`src/rtl/instr_encoder_pkg.sv`:
```
//------------------------------------------------------------------------------
// instr_encoder_pkg : shared immediate-type encodings and the reference decoder.
// Rev 1.0
//------------------------------------------------------------------------------
`default_nettype none

package instr_encoder_pkg;

  localparam int DATA_WIDTH = 32;

  typedef enum logic [2:0] {
    IMM_I = 3'd0,
    IMM_S = 3'd1,
    IMM_B = 3'd2,
    IMM_U = 3'd3,
    IMM_J = 3'd4
  } imm_type_e;

  // Standard RISC-V immediate extraction, used to cross-check the packer.
  function automatic logic [DATA_WIDTH-1:0] imm_decode(input logic [DATA_WIDTH-1:0] x,
                                                       input logic [2:0]            t);
    logic [DATA_WIDTH-1:0] r;
    r = '0;
    case (t)
      IMM_I:   r = {{20{x[31]}}, x[31:20]};
      IMM_S:   r = {{20{x[31]}}, x[31:25], x[11:7]};
      IMM_B:   r = {{19{x[31]}}, x[31], x[7], x[30:25], x[11:8], 1'b0};
      IMM_U:   r = {x[31:12], 12'b0};
      IMM_J:   r = {{11{x[31]}}, x[31], x[19:12], x[20], x[30:21], 1'b0};
      default: r = '0;
    endcase
    return r;
  endfunction

endpackage

`default_nettype wire

```
`src/rtl/instr_encoder_imm_pack.sv`:
```
//------------------------------------------------------------------------------
// instr_encoder_imm_pack : combinational immediate packer with range checks.
// Rev 1.0
//------------------------------------------------------------------------------
`default_nettype none

module instr_encoder_imm_pack
  import instr_encoder_pkg::*;
(
  input  logic [DATA_WIDTH-1:0] imm_i,
  input  logic [2:0]            type_i,
  input  logic [DATA_WIDTH-1:0] base_i,
  output logic [DATA_WIDTH-1:0] instr_o,
  output logic                  err_o
);

  logic sext_ok_11, sext_ok_12, sext_ok_20;

  // Upper bits must be pure sign extension of the encodable field.
  assign sext_ok_11 = (&imm_i[31:11]) | ~(|imm_i[31:11]);
  assign sext_ok_12 = (&imm_i[31:12]) | ~(|imm_i[31:12]);
  assign sext_ok_20 = (&imm_i[31:20]) | ~(|imm_i[31:20]);

  always_comb begin
    instr_o = base_i;
    err_o   = 1'b0;
    case (type_i)
      IMM_I: begin
        instr_o[31:20] = imm_i[11:0];
        err_o          = ~sext_ok_11;
      end
      IMM_S: begin
        instr_o[31:25] = imm_i[11:5];
        instr_o[11:7]  = imm_i[4:0];
        err_o          = ~sext_ok_11;
      end
      IMM_B: begin
        instr_o[31]    = imm_i[12];
        instr_o[30:25] = imm_i[10:5];
        instr_o[11:8]  = imm_i[4:1];
        instr_o[7]     = imm_i[11];
        err_o          = ~sext_ok_12 | imm_i[0];
      end
      IMM_U: begin
        instr_o[31:12] = imm_i[31:12];
        err_o          = |imm_i[11:0];
      end
      IMM_J: begin
        instr_o[31]    = imm_i[20];
        instr_o[30:21] = imm_i[10:1];
        instr_o[20]    = imm_i[11];
        instr_o[19:12] = imm_i[19:12];
        err_o          = ~sext_ok_20 | imm_i[0];
      end
      default: err_o = 1'b1;
    endcase
  end

endmodule

`default_nettype wire

```
`src/rtl/instr_encoder.sv`:
```
//------------------------------------------------------------------------------
// instr_encoder : immediate packer on a registered valid/ready stream with skid
// buffer and saturating counters. Optional: INSTR_ENCODER_SELFCHECK_EN. Rev 1.0
//------------------------------------------------------------------------------
`default_nettype none

module instr_encoder
  import instr_encoder_pkg::*;
#(
  parameter int CNT_WIDTH = 16
) (
  input  logic                  clk,
  input  logic                  rst,
  input  logic                  in_valid,
  output logic                  in_ready,
  input  logic [DATA_WIDTH-1:0] in_imm,
  input  logic [2:0]            in_imm_type,
  input  logic [DATA_WIDTH-1:0] in_base,
  output logic                  out_valid,
  input  logic                  out_ready,
  output logic [DATA_WIDTH-1:0] out_instr,
  output logic                  out_err,
  output logic [CNT_WIDTH-1:0]  beat_cnt,
  output logic [CNT_WIDTH-1:0]  err_cnt
`ifdef INSTR_ENCODER_SELFCHECK_EN
  ,
  output logic                  selfcheck_fail
`endif
);

  logic [DATA_WIDTH-1:0] pack_instr;
  logic                  pack_err;

  instr_encoder_imm_pack u_imm_pack (
    .imm_i   (in_imm),
    .type_i  (in_imm_type),
    .base_i  (in_base),
    .instr_o (pack_instr),
    .err_o   (pack_err)
  );

  logic                  in_ready_q;
  logic                  out_valid_q, out_valid_d;
  logic [DATA_WIDTH-1:0] out_instr_q, out_instr_d;
  logic                  out_err_q, out_err_d;
  logic                  skid_valid_q, skid_valid_d;
  logic [DATA_WIDTH-1:0] skid_instr_q, skid_instr_d;
  logic                  skid_err_q, skid_err_d;
  logic [CNT_WIDTH-1:0]  beat_cnt_q, beat_cnt_d;
  logic [CNT_WIDTH-1:0]  err_cnt_q, err_cnt_d;
`ifdef INSTR_ENCODER_SELFCHECK_EN
  logic [DATA_WIDTH-1:0] out_imm_q, out_imm_d, skid_imm_q, skid_imm_d;
  logic [2:0]            out_type_q, out_type_d, skid_type_q, skid_type_d;
  logic                  fail_q;
`endif

  logic in_hs, out_hs, out_free;
  assign in_hs    = in_valid && in_ready_q;
  assign out_hs   = out_valid_q && out_ready;
  assign out_free = !out_valid_q || out_ready;

  // in_ready tracks skid emptiness, so an input handshake never meets a full skid.
  always_comb begin
    out_valid_d  = out_valid_q;
    out_instr_d  = out_instr_q;
    out_err_d    = out_err_q;
    skid_valid_d = skid_valid_q;
    skid_instr_d = skid_instr_q;
    skid_err_d   = skid_err_q;
`ifdef INSTR_ENCODER_SELFCHECK_EN
    out_imm_d    = out_imm_q;
    out_type_d   = out_type_q;
    skid_imm_d   = skid_imm_q;
    skid_type_d  = skid_type_q;
`endif
    if (out_free) begin
      if (skid_valid_q) begin
        out_valid_d  = 1'b1;
        out_instr_d  = skid_instr_q;
        out_err_d    = skid_err_q;
        skid_valid_d = 1'b0;
`ifdef INSTR_ENCODER_SELFCHECK_EN
        out_imm_d    = skid_imm_q;
        out_type_d   = skid_type_q;
`endif
      end else if (in_hs) begin
        out_valid_d = 1'b1;
        out_instr_d = pack_instr;
        out_err_d   = pack_err;
`ifdef INSTR_ENCODER_SELFCHECK_EN
        out_imm_d   = in_imm;
        out_type_d  = in_imm_type;
`endif
      end else begin
        out_valid_d = 1'b0;
      end
    end else if (in_hs) begin
      skid_valid_d = 1'b1;
      skid_instr_d = pack_instr;
      skid_err_d   = pack_err;
`ifdef INSTR_ENCODER_SELFCHECK_EN
      skid_imm_d   = in_imm;
      skid_type_d  = in_imm_type;
`endif
    end

    beat_cnt_d = beat_cnt_q;
    err_cnt_d  = err_cnt_q;
    if (out_hs && !(&beat_cnt_q)) beat_cnt_d = beat_cnt_q + CNT_WIDTH'(1);
    if (out_hs && out_err_q && !(&err_cnt_q)) err_cnt_d = err_cnt_q + CNT_WIDTH'(1);
  end

  always_ff @(posedge clk) begin
    if (rst) begin
      in_ready_q   <= 1'b1;
      out_valid_q  <= 1'b0;
      out_instr_q  <= '0;
      out_err_q    <= 1'b0;
      skid_valid_q <= 1'b0;
      skid_instr_q <= '0;
      skid_err_q   <= 1'b0;
      beat_cnt_q   <= '0;
      err_cnt_q    <= '0;
    end else begin
      in_ready_q   <= !skid_valid_d;
      out_valid_q  <= out_valid_d;
      out_instr_q  <= out_instr_d;
      out_err_q    <= out_err_d;
      skid_valid_q <= skid_valid_d;
      skid_instr_q <= skid_instr_d;
      skid_err_q   <= skid_err_d;
      beat_cnt_q   <= beat_cnt_d;
      err_cnt_q    <= err_cnt_d;
    end
  end

`ifdef INSTR_ENCODER_SELFCHECK_EN
  always_ff @(posedge clk) begin
    if (rst) begin
      out_imm_q   <= '0;
      out_type_q  <= '0;
      skid_imm_q  <= '0;
      skid_type_q <= '0;
      fail_q      <= 1'b0;
    end else begin
      out_imm_q   <= out_imm_d;
      out_type_q  <= out_type_d;
      skid_imm_q  <= skid_imm_d;
      skid_type_q <= skid_type_d;
      if (out_valid_q && !out_err_q && (imm_decode(out_instr_q, out_type_q) != out_imm_q))
        fail_q <= 1'b1;
    end
  end

  assign selfcheck_fail = fail_q;
`endif

  assign in_ready  = in_ready_q;
  assign out_valid = out_valid_q;
  assign out_instr = out_instr_q;
  assign out_err   = out_err_q;
  assign beat_cnt  = beat_cnt_q;
  assign err_cnt   = err_cnt_q;

endmodule

`default_nettype wire

```
`config.mk`:
```
export PLATFORM = sky130hd
export DESIGN_NAME = instr_encoder
export DESIGN_NICKNAME = d
export VERILOG_FILES = /design/src/rtl/instr_encoder_pkg.sv /design/src/rtl/instr_encoder_imm_pack.sv /design/src/rtl/instr_encoder.sv
export SDC_FILE = /design/constraint.sdc
export NUM_CORES = 1
export LEC_CHECK = 0
export ABC_CLOCK_PERIOD_IN_PS = 1500
export BUFFER_PORTS_ARGS = -buffer_cell sky130_fd_sc_hd__buf_2
export CORE_MARGIN = 2
export CORE_UTILIZATION = 30
export DETAILED_ROUTE_END_ITERATION = 10
export GPL_ROUTABILITY_DRIVEN = 1
export PLACE_DENSITY = 0.62
export REMOVE_ABC_BUFFERS = 1
export SETUP_SLACK_MARGIN = 0.02
export SLEW_MARGIN = 20
export SYNTH_ARGS = -nofsm -noshare
export SYNTH_HDL_FRONTEND = slang
export SYNTH_SLANG_ARGS = --single-unit
export TNS_END_PERCENT = 10
```
`constraint.sdc`:
```
create_clock -name clk -period 1.5 [get_ports clk]
set_input_delay 0.3 -clock clk [delete_from_list [all_inputs] [get_ports clk]]
set_output_delay 0.3 -clock clk [all_outputs]
set_load 0.03 [all_outputs]
```
* Word-level counts from Yosys, hierarchy flattened *
Cells that the tools add are included.

storage, ports and cells
  RAM bits = 0
  output and inout port bits = 67
  ROM bits = 0
  bits in registers = 101
  bits in latches = 0
  logic and storage cells = 65
  input port bits = 71
  memories kept = 0

cells by class
  $add $sub $neg = 2
  shift operators = 0
  $mul = 0
  muxes and demuxes = 13
  magnitude comparators = 0
  divide/modulo/power cells = 0
  equal/unequal tests = 4
  reduce and logical (&&, ||, !) cells = 25
  bitwise operators = 12

operators by type and width
  kind                   number
  $mux 32                2
  $add 16x1->16 const B  2
  $reduce_and 16->1      2
  $pmux 7 s4             1
  $reduce_or 12->1       2
  $reduce_and 21->1      1
  $reduce_or 21->1       1
  $reduce_and 20->1      1
  $reduce_or 20->1       1
  $pmux 5 s3             1
  $reduce_and 12->1      1
  $pmux 5 s2             1
  $mux 8                 1
  $not 1->1              7
  $eq 3x2->1 const B     2
  $mux 1                 6
  $logic_and 1x1->1      5
  $or 1x1->1             5
  $logic_not 1->1        4
  $pmux 1 s4             1
  $reduce_and 2->1       2
  $reduce_or 2->1        2
  $eq 3x1->1 const B     1
  $eq 3x3->1 const B     1
  other kinds (3)        3

* Longest topological paths before layout *
Gate-level depths: netlist of run 1.

  depth in word-level cells = 8
  depth in mapped cells = 7
  gate-level depth less buffers = 6

* Modules after synthesis *
From an unflattened synthesis of run 1, not the netlist that was laid out.

unflattened totals
  cell total of the unflattened synthesis = 627
  area, all modules = 5303.8 µm²

modules (own cells, without submodules)
  module                  cells an instance  area an instance (µm²)  times used  seq. area each (µm²)
  instr_encoder           500                4455.5                  1           2021.9
  instr_encoder_imm_pack  127                848.3                   1           0.0

* Worst setup path before layout of run 1 *
Ideal clock, no wire load.

  path type = register -> register
  from = register beat_cnt_q[0], in the netlist beat_cnt[0]
  to = register beat_cnt_q[1], in the netlist beat_cnt[1]
  cell stages (with the launch flop) = 7
  clock period less this slack = 1.804 ns
  path slack = -0.304 ns
  required time = 1.372 ns
  data arrival time = 1.677 ns
  library setup time = 0.128 ns
  buffers on the path = 0
  cell sequence = dfxtp_1 -> ha_1 -> and3_1 -> nand3_1 -> o21bai_1 -> mux2i_1 -> nor2_1

on the way
  longest elaborated chain between the ends = 3
  elaborated cells between the ends (all ways) = 4
  those cells by class = add/sub (1); reduce/logical (3)

ends and longest elaborated chain
  what                                                   RTL line              source
  start, declared                                        instr_encoder.sv:49   logic [CNT_WIDTH-1:0] beat_cnt_q, beat_cnt_d;
  start signal, assigned                                 instr_encoder.sv:132  beat_cnt_q <= beat_cnt_d;
  branches (longest 3 deep; another with $add 16x1->16)  -

Parallel ways; which one is timed is not known.
A chain may end at the register's enable or synchronous reset.

* Worst setup path after layout of run 1 *
  from = register err_cnt_q[11], in the netlist err_cnt[11]
  to = register err_cnt_q[5], in the netlist err_cnt[5]

on the way
  longest elaborated chain between the ends = 3

ends and longest elaborated chain
  what                    RTL line              source
  start, declared         instr_encoder.sv:50   logic [CNT_WIDTH-1:0] err_cnt_q, err_cnt_d;
  start signal, assigned  instr_encoder.sv:133  err_cnt_q <= err_cnt_d;
  $reduce_and 16->1       instr_encoder.sv:110  if (out_hs && out_err_q && !(&err_cnt_q)) err_cnt_d = err_cnt_q + CNT_WIDTH'(1);
  $logic_not 1->1         instr_encoder.sv:110
  $logic_and 1x1->1       instr_encoder.sv:110

Every way passes these cells.

==> results of run 1 <==
[worst reg2reg max path, delay by kind of cell (launching register included)]
kind,cells,cell delay [ns]
AOI/OAI and AO/OA,2,0.38
buffers and inverters,2,0.32
DFF,1,0.35
and+or+nand+nor,3,0.38
[state kept, by name, summed over array words and instances, names as in the netlist]
signal / cells
out_instr: 32
skid_instr_q: 32
beat_cnt: 16
err_cnt: 16
in_ready: 1
out_err: 1
out_valid: 1
skid_err_q: 1
skid_valid_q: 1
[power breakdown]
part | internal [W] | switching, W
Clock | 0.00132 | 0.00112
Sequential | 0.00279 | 0.0000565
Combinational | 0.000467 | 0.000654
Total | 0.00458 | 0.00183
[timing repair]
item,4_1_cts,5_1_grt
hold endpoints to repair,0,0
endpoints found under the setup margin,22,62
gates cloned,1,0
pin swaps,9,27
setup buffers,4,6
resized for setup,25,38
[synthesized netlist by cell type (3+ instances only)]
library cell,count
nor2b_1,11
nor3_1,23
and4_1,6
o31ai_1,3
and2_1,3
buf_2,9
inv_1,5
a21oi_1,57
mux2i_1,21
clkbuf_1,28
xnor2_1,4
nor2_1,82
o22ai_1,6
xor2_1,17
a211oi_1,20
nor4_1,9
o211ai_1,20
or4_1,4
nand4_1,13
and3_1,9
nand3_1,14
o21ai_0,10
nand2_1,68
o2111ai_1,3
mux2_2,12
a31oi_1,3
dfxtp_1,101
nand2b_1,21
[through the flow]
stage	instances	total power [W]	area, um^2	utilization, %
final	1053	0.00641	7240	44.1
after global routing	1053	0.00675	7240	44.1
after CTS	1048	0.00649	7070	43.1
after detailed placement	1027	0.00402	6650	40.5
after global placement	1027	0.00401	6650	40.5
after floorplan	572	0.00346	4800	-
[metal layers]
layer  wire, um  global-route usage, %
met1       7140                   23.0
met2       6960                   28.4
met3        766                   3.22
met4        180                   4.90
met5          0                      0
[how the worst max path moves through the flow]
| stage | from | end | slack [ns] | cells past startpoint |
|---|---|---|---|---|
| 6_report | err_cnt[11]$_SDFFE_PP0P_ | err_cnt[5]$_SDFFE_PP0P_ | -0.002 | 7 |
| 5_1_grt | err_cnt[8]$_SDFFE_PP0P_ | err_cnt[3]$_SDFFE_PP0P_ | -0.08 | 6 |
| 4_1_cts | err_cnt[5]$_SDFFE_PP0P_ | err_cnt[11]$_SDFFE_PP0P_ | -0.01 | 6 |
| 3_5_place_dp | in_imm_type[1] | out_instr[18]$_SDFFE_PP0P_ | -0.18 | 7 |
| 3_3_place_gp | in_imm_type[1] | out_instr[19]$_SDFFE_PP0P_ | -0.15 | 7 |
| 2_1_floorplan | skid_valid_q$_SDFF_PP0_ | out_err$_SDFFE_PP0P_ | -2.22 | 5 |
[cell families after synthesis]
kind of cell | share of synthesized area, %
simple gates | 25.9
buf+inv | 3.70
fa+ha+maj | 0.705
xor+xnor | 3.70
compound gates | 18.1
mux | 7.18
flops | 40.7
[final cells by class]
class	instances	area (um^2)	share of cell area (%)
multi-input cells	467	2960	40.9
flip-flops and latches	101	2040	28.2
repair buffers	244	1640	22.6
well taps	220	275	3.80
clock buffers	9	225	3.11
clock inverters	7	78.8	1.09
inverters	5	18.8	0.259
==> impl_results.md, run 1 <==
* Layout Area Growth over Synthesis at 45.7%
* Max Root-Sink Buffers at 2
* WP buf/inv at 2
* I/O pin total at 138
* Hold depth at 3
* Core Box Area at 0.0164 mm^2
* Synthesis Warnings at 0
* Hold buffer count at CTS at 0
* Register bit total from synthesis at 101
* Hold EP: skid_instr_q[5]$_SDFFE_PP0P_
* Relative slew slack at 72.6%
* Final worst slack at -0.00190 ns
* Final min period at 1.50 ns
* Fillcell total at 1615
* Starting DRT DRC Count at 246
* Most frequent CP cell: buf_4
* RSZ-0062 raised after global routing: true
* GRT overflow at 0
* Setup-failing EPs final at 2
* Clock Sinks at 101
* WL/cell at 14.3 um
* Worst-margin pin slew at 0.407 ns
* R2R Path Start: err_cnt[11]$_SDFFE_PP0P_
* Vias/cell at 4.90
* CTS tree: yes
* Max-slew violation count at 0
* Largest net degree at the start of global routing at 58
* Worst Setup Path Type: flop to flop
* Clk_lat worst skew at 0.36 ns
* Clk_skew at 0.0112 ns
* Post-Syn Instances at 611
* Most frequent cells in the layout: buf_2, buf_4, dfxtp_1
* Failing checks: negative setup slack
* H-tree levels at 3
* Die W at 133 um
* Max-Cap Viols at 0
* Main synth FF type: dfxtp_1
* DR vias at 5161
* Antenna fix cells at 0
* Achievable frequency at 666 MHz
* Die Height at 133 um
* Global placer's final weighted congestion at 0.846
* Largest cells by area after synthesis: dfxtp_1, nor2_1, a21oi_1
* Worst path arrival time at 1.78 ns
* Syn Area/Cell at 8.13 um^2
* Final period utilization at 100%
* Worst stage delay on the critical path at 0.35 ns
* Startpoint Class: flop
* Root Driver: clkbuf_16
* Antenna-violating nets left at 0
* Power per cell area at 885 mW/mm^2
* Layout cell share with drive strength beyond 1 at 39.9%
* CTS Buf Count at 9
* Vias in the first global route at 4834
* Max FO, Critical Path at 4
* Layout Nets at 901
* Number of core rows at 47
* Mapped Area at 0.00497 mm^2
* DRT Wirelength at 15000 um
* Initial core utilization at 30.3%
* CP Cell Sequence: and4_4, nand3_4, buf_4, o211ai_1, buf_4, nor2_2, o21bai_1
* Drt first pass iters at 4
* Hold WC Path Type: input pin to flop
* Critical path's slowest cell: dfxtp_1
* Sequential fraction of the synthesis area at 40.7%
* Reg2Reg Setup Slack at -0.002 ns
* Leak pwr at 2.97 nW
* Post-synth EDFFs at 0
* CP endpoint kind: flop
* Hold path startpoint: in_base[5]
* Worst path top cell family by delay: compound AO/OA/AOI/OAI gates
* Post-DP HPWL at 11100 um
* Fin. Hold Viols at 0
* Yosys top cell by area: dfxtp_1
* Dpl ws at -0.184 ns
* Maximum vdd drop at 0.000573 V
* Number of antenna violations at the first check in global routing at 0
* Most common cell after layout, fill and taps aside: buf_2
* Unique masters post-synth at 52
* Worst R2R End: err_cnt[5]$_SDFFE_PP0P_
* Status: finished with violations
* First-pass GRT wire length at 24500 um
* Total GRT Usage at 17.2%
* Critical path required time at 1.78 ns
* Top-area cell type share of the netlist area at 40.7%
* Total die area at 0.0176 mm^2
* Hold WS at 0.187 ns
* DR DRC count at 0
* Sum Neg Setup Slack at -0.00272 ns
* IO Port Bufs at 137
* Clock transition at the registers of the reported paths at 0.07 ns
* Worst reg-to-reg path cell count at 7
* Ys async rst share at 0%
(Power assumes the default switching activity.)
==> run 2: changes to the inputs <==
==> constraint.sdc (replaced) <==
create_clock -name clk -period 1.5 [get_ports clk]
set_input_delay 0.45 -clock clk [delete_from_list [all_inputs] [get_ports clk]]
set_output_delay 0.45 -clock clk [all_outputs]
set_load 0.03 [all_outputs]
==> run 2 against run 1 <==
- the run still ends with negative setup slack left
- via count is 0.37% higher
- design area is 2.4% higher
- hold slack better by 0.16 ns
- sequential power hardly changed
- register-to-register slack hardly changed
- clock power is 2% lower
- worst setup slack worse by 0.0058 ns
- global-route usage is 0.16 points lower
==> impl_results.md, run 2 (same netlist as run 1, synthesis figures left out) <==
* Hold depth at 3 (unchanged)
* Clk_lat worst skew at 0.35 ns (was 0.36 ns)
* Antenna-violating nets left at 0 (unchanged)
* Global placer's final weighted congestion at 0.873 (was 0.846)
* RSZ-0062 raised after global routing: true (unchanged)
* P_sw at 0.00180 W (was 0.00183 W)
* Dpl cells at 1049 (was 1027)
* Most frequent cells in the layout: buf_4, buf_2, nor2_1, dfxtp_1, nand2_1 (was buf_2, buf_4, dfxtp_1)
* CP Cell Sequence: ha_4, nand4_1, buf_6, o211ai_1, buf_4, xnor2_1, nor2b_1 (was and4_4, nand3_4, buf_4, o211ai_1, buf_4, nor2_2, o21bai_1)
* Hold path startpoint: in_base[1] (was in_base[5])
* Startpoint Class: flop (unchanged)
* Max FO, Critical Path at 6 (was 4)
* Hold EP: skid_instr_q[1]$_SDFFE_PP0P_ (was skid_instr_q[5]$_SDFFE_PP0P_)
* CTS Buf Count at 9 (unchanged)
* Fin area at 0.00741 mm^2 (was 0.00724 mm^2)
* DR vias at 5180 (was 5161)
* Worst reg-to-reg path cell count at 7 (unchanged)
* Drt first pass iters at 4 (unchanged)
* Achievable frequency at 663 MHz (was 666 MHz)
* Global routing's busiest layer: met2 (unchanged)
* Die Height at 133 um (unchanged)
* Root Driver: clkbuf_16 (unchanged)
* Layout cell share with drive strength beyond 1 at 40.2% (was 39.9%)
* First-pass GRT wire length at 24200 um (was 24500 um)
* Number of core rows at 47 (unchanged)
* Die W at 133 um (unchanged)
* Final min period at 1.51 ns (was 1.50 ns)
* Worst-margin pin slew at 0.320 ns (was 0.407 ns)
* WL/cell at 14.1 um (was 14.3 um)
* DRT Wirelength at 15100 um (was 15000 um)
* R2R Path Start: err_cnt[0]$_SDFFE_PP0P_ (was err_cnt[11]$_SDFFE_PP0P_)
* Fillcell total at 1603 (was 1615)
* Max-slew violation count at 0 (unchanged)
* Power per cell area at 862 mW/mm^2 (was 885 mW/mm^2)
* Post-placement cell area at 0.00680 mm^2 (was 0.00665 mm^2)
* Initial core utilization at 30.3% (unchanged)
* Critical path's slowest cell: dfxtp_2 (was dfxtp_1)
* Max-Cap Viols at 0 (unchanged)
* Vias/cell at 4.82 (was 4.90)
* Worst path top cell family by delay: flip-flops (was compound AO/OA/AOI/OAI gates)
* Worst Setup Path Type: flop to flop (unchanged)
* Clock Sinks at 101 (unchanged)
* Leak pwr at 3.07 nW (was 2.97 nW)
* CP endpoint kind: flop (unchanged)
* I/O pin total at 138 (unchanged)
* Clk_skew at 0.00544 ns (was 0.0112 ns)
* Starting DRT DRC Count at 195 (was 246)
* Final worst slack at -0.00775 ns (was -0.00190 ns)
* Vias in the first global route at 4832 (was 4834)
* Status: finished with violations (unchanged)
* Finished Layout Cells at 1074 (was 1053)
* Reg2Reg Setup Slack at -0.008 ns (was -0.002 ns)
* GRT overflow at 0 (unchanged)
* Final period utilization at 101% (was 100%)
* Switching share of power at 28.1% (was 28.5%)
* Max Root-Sink Buffers at 2 (unchanged)
* Met3 usage at 3.64% (was 3.22%)
* DR DRC count at 0 (unchanged)
* WP buf/inv at 2 (unchanged)
* Seq pwr share at 44.6% (was 44.5%)
* Clock transition at the registers of the reported paths at 0.07 ns (about the same)
* Largest net degree at the start of global routing at 58 (unchanged)
* Relative slew slack at 78.5% (was 72.6%)
* Met2 GRT Util at 26.7% (was 28.4%)
* Total die area at 0.0176 mm^2 (unchanged)
* Worst R2R End: err_cnt[3]$_SDFFE_PP0P_ (was err_cnt[5]$_SDFFE_PP0P_)
* Internal at 0.00459 W (was 0.00458 W)
* Fin. Hold Viols at 0 (unchanged)
* Antenna fix cells at 0 (unchanged)
* Number of antenna violations at the first check in global routing at 0 (unchanged)
* Hold WC Path Type: input pin to flop (unchanged)
* IO Port Bufs at 137 (unchanged)
* H-tree levels at 3 (unchanged)
* CTS tree: yes (unchanged)
* Failing checks: negative setup slack (unchanged)
* Clock share of power at 37.4% (was 38.0%)
* Most common cell after layout, fill and taps aside: buf_4 (was buf_2)
* Maximum vdd drop at 0.000534 V (was 0.000573 V)
* Critical path required time at 1.78 ns (about the same)
* Worst stage delay on the critical path at 0.35 ns (about the same)
* Core Box Area at 0.0164 mm^2 (unchanged)
* Setup-failing EPs final at 2 (unchanged)
* Worst path arrival time at 1.79 ns (was 1.78 ns)
* Layout Area Growth over Synthesis at 49.2% (was 45.7%)
* Post-DP HPWL at 11400 um (was 11100 um)
* Logic pwr share at 18.0% (was 17.5%)
* Total GRT Usage at 17.1% (was 17.2%)
* GR Util met1 at 24.0% (was 23.0%)
* Layout Nets at 922 (was 901)
run 2: worst max-delay path by stage:
stage	cells past startpoint	to	from	slack (ns)
floorplan	5	out_err$_SDFFE_PP0P_	skid_valid_q$_SDFF_PP0_	-2.22
global placement	6	out_err$_SDFFE_PP0P_	in_imm[15]	-0.29
detailed placement	6	skid_err_q$_SDFFE_PP0P_	in_imm[27]	-0.31
CTS	7	err_cnt[3]$_SDFFE_PP0P_	err_cnt[3]$_SDFFE_PP0P_	-0.03
global route	7	err_cnt[3]$_SDFFE_PP0P_	err_cnt[0]$_SDFFE_PP0P_	-0.08
finish	7	err_cnt[3]$_SDFFE_PP0P_	err_cnt[0]$_SDFFE_PP0P_	-0.008
run 2: final cells by class:
type	instances	area [um^2]	share of cell area, %
Clock inverter	7	75.1	1.01
Inverter	5	18.8	0.253
Timing Repair Buffer	266	1880	25.3
Tap cell	220	275	3.72
Sequential cell	101	2050	27.7
Clock buffer	9	225	3.04
Multi-Input combinational cell	466	2890	39.0
run 2: repair_timing:
item	in CTS	in global routing
pin swaps	9	22
hold buffers	0	0
gates resized for setup	35	64
endpoints found under the setup margin	31	80
setup buffers	5	4
run 2: worst min-delay path: stages:
cell     delay [ns]
buf_2          0.10
nand2_1        0.05
a21oi_1        0.05
run 2: power groups by stage:
stage | Clock, W | Sequential [W] | Combinational [W]
4_1_cts | 0.00247 | 0.00285 | 0.00114
3_5_place_dp | 0 | 0.00291 | 0.00114
3_3_place_gp | 0 | 0.00291 | 0.00113
5_1_grt | 0.00260 | 0.00286 | 0.00125
6_report | 0.00239 | 0.00285 | 0.00115
2_1_floorplan | 0 | 0.00308 | 0.000382
run 2: stage by stage:
stage	util (%)	TNS, ns	hold slack [ns]	setup slack [ns]	total power (W)
2_1_floorplan	-	-85.85	0.425	-2.22	0.00346
3_3_place_gp	41.4	-11.81	0.437	-0.292	0.00404
3_5_place_dp	41.4	-13.24	0.440	-0.314	0.00405
4_1_cts	44.1	-0.0628	0.329	-0.0319	0.00647
5_1_grt	45.1	-0.781	0.329	-0.0768	0.00671
6_report	45.1	-0.0150	0.345	-0.00775	0.00639
run 2: layer usage:
| metal | up-vias | wire, um | share of wire (%) |
|---|---|---|---|
| li1 | 2665 | - | - |
| met1 | 2360 | 7470 | 49 |
| met2 | 143 | 6850 | 45 |
| met3 | 12 | 651 | 4.3 |
| met4 | 0 | 151 | 1.0 |
| met5 | - | 0 | 0 |
